### config.mk
export PLATFORM = sky130hd
export DESIGN_NAME = clk_div_n
export DESIGN_NICKNAME = d
export VERILOG_FILES = /design/src/rtl/clk_div_n.sv
export SDC_FILE = /design/constraint.sdc
export NUM_CORES = 1
export LEC_CHECK = 0
export ABC_AREA = 0
export BUFFER_PORTS_ARGS = -buffer_cell sky130_fd_sc_hd__buf_2
export CELL_PAD_IN_SITES_DETAIL_PLACEMENT = 0
export CELL_PAD_IN_SITES_GLOBAL_PLACEMENT = 1
export CORE_MARGIN = 4
export CORE_UTILIZATION = 50
export CTS_CLUSTER_DIAMETER = 150
export DETAILED_ROUTE_END_ITERATION = 10
export PLACE_DENSITY_LB_ADDON = 0.1
export SKIP_LAST_GASP = 1
export SLEW_MARGIN = 40
export SYNTH_ARGS = -nofsm -noshare
export SYNTH_HDL_FRONTEND = slang
export SYNTH_SLANG_ARGS = --single-unit
### constraint.sdc
create_clock -name clk -period 11.3 [get_ports clk]
set_input_delay 2.26 -clock clk [delete_from_list [all_inputs] [get_ports clk]]
set_output_delay 2.26 -clock clk [all_outputs]
set_load 0.05 [all_outputs]
### src/rtl/clk_div_n.sv
// Integer clock divider with run enable, runtime divisor reload and a one-cycle period tick.
// Optional macro CLK_DIV_ODD_DUTY50_EN stretches the high phase by half a cycle for odd divisors.
module clk_div_n #(
    parameter int WIDTH     = 8,
    parameter int RESET_DIV = 3
) (
    input  logic             clk,
    input  logic             rst_n,
    input  logic             en,
    input  logic [WIDTH-1:0] div_val,
    input  logic             div_load,
    output logic             div_ack,
    output logic             div_err,
    output logic             clk_div,
    output logic             tick,
    output logic             dbg_state
);

    // Handshake: div_load is a one-cycle request strobe with no back-pressure. A request
    // with div_val < 2 is answered by div_err on the following cycle and changes nothing.
    // An accepted request is answered by exactly one div_ack in the cycle it takes effect
    // (next cycle from IDLE, first cycle of the next period from RUN); a newer accepted
    // request replaces one that has not been applied yet.

    typedef enum logic {
        IDLE = 1'b0,
        RUN  = 1'b1
    } state_t;

    localparam logic [WIDTH-1:0] ONE     = WIDTH'(1);
    localparam logic [WIDTH-1:0] TWO     = WIDTH'(2);
    localparam logic [WIDTH-1:0] RESET_N = WIDTH'(RESET_DIV);

    state_t           state_q, state_d;
    logic [WIDTH-1:0] count_q, count_d;
    logic [WIDTH-1:0] cur_n_q, cur_n_d;
    logic [WIDTH-1:0] pend_n_q, pend_n_d;
    logic             pend_v_q, pend_v_d;
    logic             div_q, div_d;
    logic             ack_q, ack_d;
    logic             err_q, err_d;
    logic             load_ok;
    logic             wrap;

    assign load_ok = div_load && (div_val >= TWO);
    assign wrap    = (state_q == RUN) && (count_q == (cur_n_q - ONE));

    always_ff @(posedge clk or negedge rst_n) begin
        if (!rst_n) begin
            state_q  <= IDLE;
            count_q  <= '0;
            cur_n_q  <= RESET_N;
            pend_n_q <= '0;
            pend_v_q <= 1'b0;
            div_q    <= 1'b0;
            ack_q    <= 1'b0;
            err_q    <= 1'b0;
        end else begin
            state_q  <= state_d;
            count_q  <= count_d;
            cur_n_q  <= cur_n_d;
            pend_n_q <= pend_n_d;
            pend_v_q <= pend_v_d;
            div_q    <= div_d;
            ack_q    <= ack_d;
            err_q    <= err_d;
        end
    end

    always_comb begin
        state_d  = state_q;
        count_d  = count_q;
        cur_n_d  = cur_n_q;
        pend_n_d = pend_n_q;
        pend_v_d = pend_v_q;
        ack_d    = 1'b0;
        err_d    = div_load && !load_ok;

        case (state_q)
            IDLE: begin
                count_d = '0;
                // A request left pending by a stop-at-wrap is applied first; a fresh load wins.
                if (pend_v_q) begin
                    cur_n_d  = pend_n_q;
                    pend_v_d = 1'b0;
                    ack_d    = 1'b1;
                end
                if (load_ok) begin
                    cur_n_d = div_val;
                    ack_d   = 1'b1;
                end
                if (en) begin
                    state_d = RUN;
                end
            end
            RUN: begin
                if (wrap) begin
                    count_d = '0;
                    if (pend_v_q) begin
                        cur_n_d  = pend_n_q;
                        pend_v_d = 1'b0;
                        ack_d    = 1'b1;
                    end
                    if (!en) begin
                        state_d = IDLE;
                    end
                end else begin
                    count_d = count_q + ONE;
                end
                // A load landing on the wrap edge is parked; the old N closes this period.
                if (load_ok) begin
                    pend_n_d = div_val;
                    pend_v_d = 1'b1;
                end
            end
            default: begin
                state_d = IDLE;
                count_d = '0;
            end
        endcase

        div_d = (state_d == RUN) && (count_d < (cur_n_d >> 1));
    end

    assign tick      = (state_q == RUN) && (count_q == '0);
    assign div_ack   = ack_q;
    assign div_err   = err_q;
    assign dbg_state = state_q;

`ifdef CLK_DIV_ODD_DUTY50_EN
    logic div_neg_q;

    always_ff @(negedge clk or negedge rst_n) begin
        if (!rst_n) begin
            div_neg_q <= 1'b0;
        end else begin
            div_neg_q <= div_q;
        end
    end

    // Select only changes at period boundaries where div_q is already high, so no glitch.
    assign clk_div = cur_n_q[0] ? (div_q | div_neg_q) : div_q;
`else
    assign clk_div = div_q;
`endif

endmodule

== Word level (Yosys, flattened, before mapping) ==
Cells that the tools add are included.
Cells by class
  equality and inequality tests: 3
  multiplexer cells: 16
  reduce and logical (&&, ||, !) cells: 8
  add/subtract/negate cells: 2
  order comparisons: 2
  bitwise gates (word level): 1
Operators by type and width (count)
  $mux W8: 4
  $pmux W8 S2: 2
  $add A8 B1 Y8 const B: 1
  $eq A8 B8 Y1: 1
  $ge A8 B2 Y1 const B: 1
  $logic_not A8 Y1: 1
  $lt A8 B7 Y1: 1
  $sub A8 B1 Y8 const B: 1
  $mux W1: 7
  $pmux W1 S2: 3
  $logic_and A1 B1 Y1: 5
  $ne A3 B1 Y1 const B: 1
  $ne A2 B1 Y1 const B: 1
  $reduce_and A2 Y1: 1
  $logic_not A1 Y1: 1
  $not A1 Y1: 1
Word-level totals
  word-level logic and storage cells: 41
  register bits after elaboration: 29
  output and inout bits: 5
  bits of input ports: 12

== Depth between registers and ports, before layout ==
  word-level depth: 7
  mapped depth: 16
  mapped depth without buffers: 15

== Worst setup path after synthesis ==
OpenSTA, ideal clock, no wires.
  path type: in2reg
  start point: input div_val[2]
  end point: register div_q (netlist: clk_div)
  path slack: 6408 ps
  required time: 11206 ps
  stages on the path: 13
  buffers on the path: 1
  data arrival time: 4798 ps
  setup time: 94 ps
  path through: nor4_1 nand2_1 nand3b_1 clkbuf_1 nand2_1 o22ai_1 a2bb2o_1 ha_1 a21o_1 a21oi_1 o211ai_1 a221o_1 a221oi_2
Between the ends
  longest elaborated chain between the ends: 6
Ends and longest elaborated chain
  start: declaration: RTL line 10  | input logic [WIDTH-1:0] div_val,
  $ge A8 B2 Y1: RTL line 45  | assign load_ok = div_load && (div_val >= TWO);
  $logic_and A1 B1 Y1: RTL line 45
  $mux W8 *: RTL line 88  | if (load_ok) begin
  $pmux W8 S2 *: RTL line 79  | case (state_q)
  $lt A8 B7 Y1 *: RTL line 122  | div_d = (state_d == RUN) && (count_d < (cur_n_d >> 1));
  $logic_and A1 B1 Y1 *: RTL line 122
  named net div_d: RTL line 39  | logic div_q, div_d;
  end signal: assignment: RTL line 64  | div_q <= div_d;
  end: declaration: RTL line 39
Mark *: on every way through the listed nets, which the timed path passes. The rest lies on a longest branch.
A chain may end at the register's enable or synchronous reset.

== Final worst setup path ==
  start point: input div_val[1]
  end point: register div_q (netlist: clk_div)
Same word-level chain as after synthesis.

==> results.cfg <==
[status]
status = completed

[detailed_routing]
routedWlPerCell_um = 16.7
postRouteAntennaNets = 0
drc = 0
drt_wl_total_mm = 3.77
vias = 1316
drtIter0Drc = 58
vias_per_cell = 5.82
drtPass1Iterations = 4

[timing]
hold_viol = 0
fin_setup_tns_ns = 0
clock.fmax_mhz = 198
final.min_clock_period_ns = 5.06
relSlewSlack = 0.574
drv_slew = 0
grt_setup_unrepaired = false
finalCritPeriodShare = 0.448
setup_violations = 0
fin_skew_ns = 0.00948
tightestPinTransition_ns = 0.639

[clocking]
insertion_delay_ns = 0.33
cts.hold.buffers_added = 0
htree_num_levels = 2
cts.path.max_buffers = 2
post_cts_buffers = 0
cts-resized-gates = 0
clk_pin_slew_ns = 0.09
cts_tree = done
numCtsBuffers = 5
cts_root_buffer = clkbuf_4
cts_sinks = 29

[global_route]
grt_max_degree = 30
grt_first_pass_wirelength_mm = 6.24
grt_overflow = 0
antenna_found_initial = 0
track_usage = 0.188
first_global_vias = 1292

[worst_setup_path]
critPathTopFamily = compound AO/OA/AOI/OAI gates
crit_type = in -> reg
worstSetupEndpointType = flop
required_ns = 11.54
cp_max_fo = 15
cp-start-kind = input port
worst-path-buf-inv = 1
critical_path_arrival_ns = 5.29
cp_slowest_stage_delay_ns = 0.45
crit_path_cell_trace = buf_2 > nor4_1 > nand2_1 > nand3b_1 > nor2b_1 > a21oi_2 > a2bb2o_1 > ha_1 > a21o_1 > a21oi_1 > o211ai_1 > a221o_1 > a221oi_2
slowest_stage = a21oi_2

[power]
p_leak_nw = 0.829
cellPowerDensity_nw_per_um2 = 289
ir_drop_v = 0.000126

[run]
cap_violations = 0

[logic_synthesis]
synthesis.area_um2 = 1790
syn_nets = 185
synth_common_cells = dfrtp_1 (27), nor2_1 (11), nand3_1 (10)
ys_seq_area_frac = 0.407
ys_ff_latch = 29
netlist.area_leader.share = 0.378
synthTopCellsByArea = dfrtp_1 (38%), ha_1 (6.3%), mux2_2 (5.0%)
synth_area_per_cell_um2 = 10.9
ys_warn_count = 0
synth-edff-count = 0
yosys.area.top_type = dfrtp_1
yosysMostFrequentCell = dfrtp_1
synthArstFlopShare = 1.00
yosys.cell_types.count = 47
synth_ff_type = dfrtp_1
syn_inst = 164

[cells_and_area]
num_antenna_cells = 0
nFillCells = 325
finalInstanceArea_um2 = 1920
area_growth_pct = 7.56
fin_nets = 200
drive_above_1_share = 0.272

[placed_design]
place_area_um2 = 1870
routabilityCongestion = 0.846
portBuffers = 16
dp_hpwl_mm = 2.81

[die]
dieArea_um2 = 4600
ioPinCount = 17
die_w_um = 67.8
core_um2 = 3390
initial_core_util = 0.528
rows = 21
die_h_um = 67.8

[min_path]
hold_path_class = reg -> reg
## power breakdown
part / internal (mW) / total, mW / switching [mW]
sequential: 0.143 / 0.204 / 0.0604
combinational: 0.139 / 0.290 / 0.151
clock: 0.0234 / 0.0613 / 0.0379
## placed cells by master (no fill, tap or decap), types with 3 or more instances in the layout
master     netlist  final
a2bb2o_2         4      4
a2bb2oi_1        7      7
buf_2            4     16
clkbuf_4         0      5
dfrtp_1         27     27
ha_1             9      9
inv_1            5      5
mux2_2           8      8
nand2_1          9      9
nand3_1         10     10
nand3b_1         3      3
nor2_1          11     11
o22ai_1          8      8
xnor2_1          7      7
xor2_1           9      9
## per-layer routing
layer  track usage  share of wire
met3        0.0516          0.050
met1         0.245           0.46
met5             0              0
met4        0.0521          0.012
met2         0.305           0.48
## logic make-up (layout without fill, tap and decap cells)
kind of cell             Yosys count  count (layout)  share of synthesized area
AND/OR/NAND/NOR                   51              51                      0.157
AO/OA/AOI/OAI                     37              37                      0.192
flip-flops                        29              29                      0.407
XOR/XNOR                          17              17                     0.0875
buffers and inverters             13              29                     0.0427
adder cells (fa/ha/maj)            9               9                     0.0630
multiplexers                       8               8                     0.0504
## worst register-to-register path, cell delays in order, from the launching register on
cell and delay [ns]:
dfstp_2 0.61, inv_1 0.09, ha_1 0.26, nor4_1 0.29, a32oi_1 0.08, nor3b_1 0.38, o31ai_4 0.16, a21oi_2 0.52
a2bb2o_1 0.34, ha_1 0.31, a21o_1 0.16, a21oi_1 0.22, o211ai_1 0.14, a221o_1 0.35, a221oi_2 0.23
## metrics by stage
step / power, mW / setup slack (ns) / util / std cells / hold slack [ns]
2_1_floorplan: 0.431 / 6.41 / - / 164 / 0.480
3_3_place_gp: 0.486 / 6.03 / 0.551 / 218 / 0.491
3_5_place_dp: 0.496 / 5.91 / 0.551 / 218 / 0.496
4_1_cts: 0.560 / 6.23 / 0.567 / 226 / 0.519
5_1_grt: 0.603 / 5.87 / 0.567 / 226 / 0.531
6_report: 0.555 / 6.24 / 0.567 / 226 / 0.517
## flip-flops by register name (all words and copies together) (netlist names)
| name | flops |
|---|---|
| cur_n_q | 8 |
| div_err | 1 |
| pend_n_q | 8 |
| div_ack | 1 |
| count_q | 8 |
| clk_div | 1 |
| pend_v_q | 1 |
| dbg_state | 1 |
## path summary, 6_finish.rpt
kind | slack [ns] | cells past startpoint | startpoint | to
max reg2reg | 7.05 | 14 | cur_n_q[1] | clk_div
min in group asynchronous | 1.94 | 1 | rst_n | pend_n_q[3]
min reg2reg | 0.52 | 1 | pend_n_q[2] | pend_n_q[2]
max | 6.24 | 13 | div_val[1] | clk_div
min | 0.52 | 1 | pend_n_q[2] | pend_n_q[2]
max in group asynchronous | 8.93 | 1 | rst_n | count_q[1]
## final cells by class
| class | count | area, µm² | area share |
|---|---|---|---|
| inverters | 5 | 18.8 | 0.00976 |
| repair buffers | 16 | 80.1 | 0.0416 |
| multi-input cells | 122 | 983 | 0.511 |
| flip-flops and latches | 29 | 728 | 0.379 |
| clock inverters | 3 | 17.5 | 0.00911 |
| well taps | 46 | 57.6 | 0.0299 |
| clock buffers | 5 | 37.5 | 0.0195 |
Power figures use the tool's default switching activity.
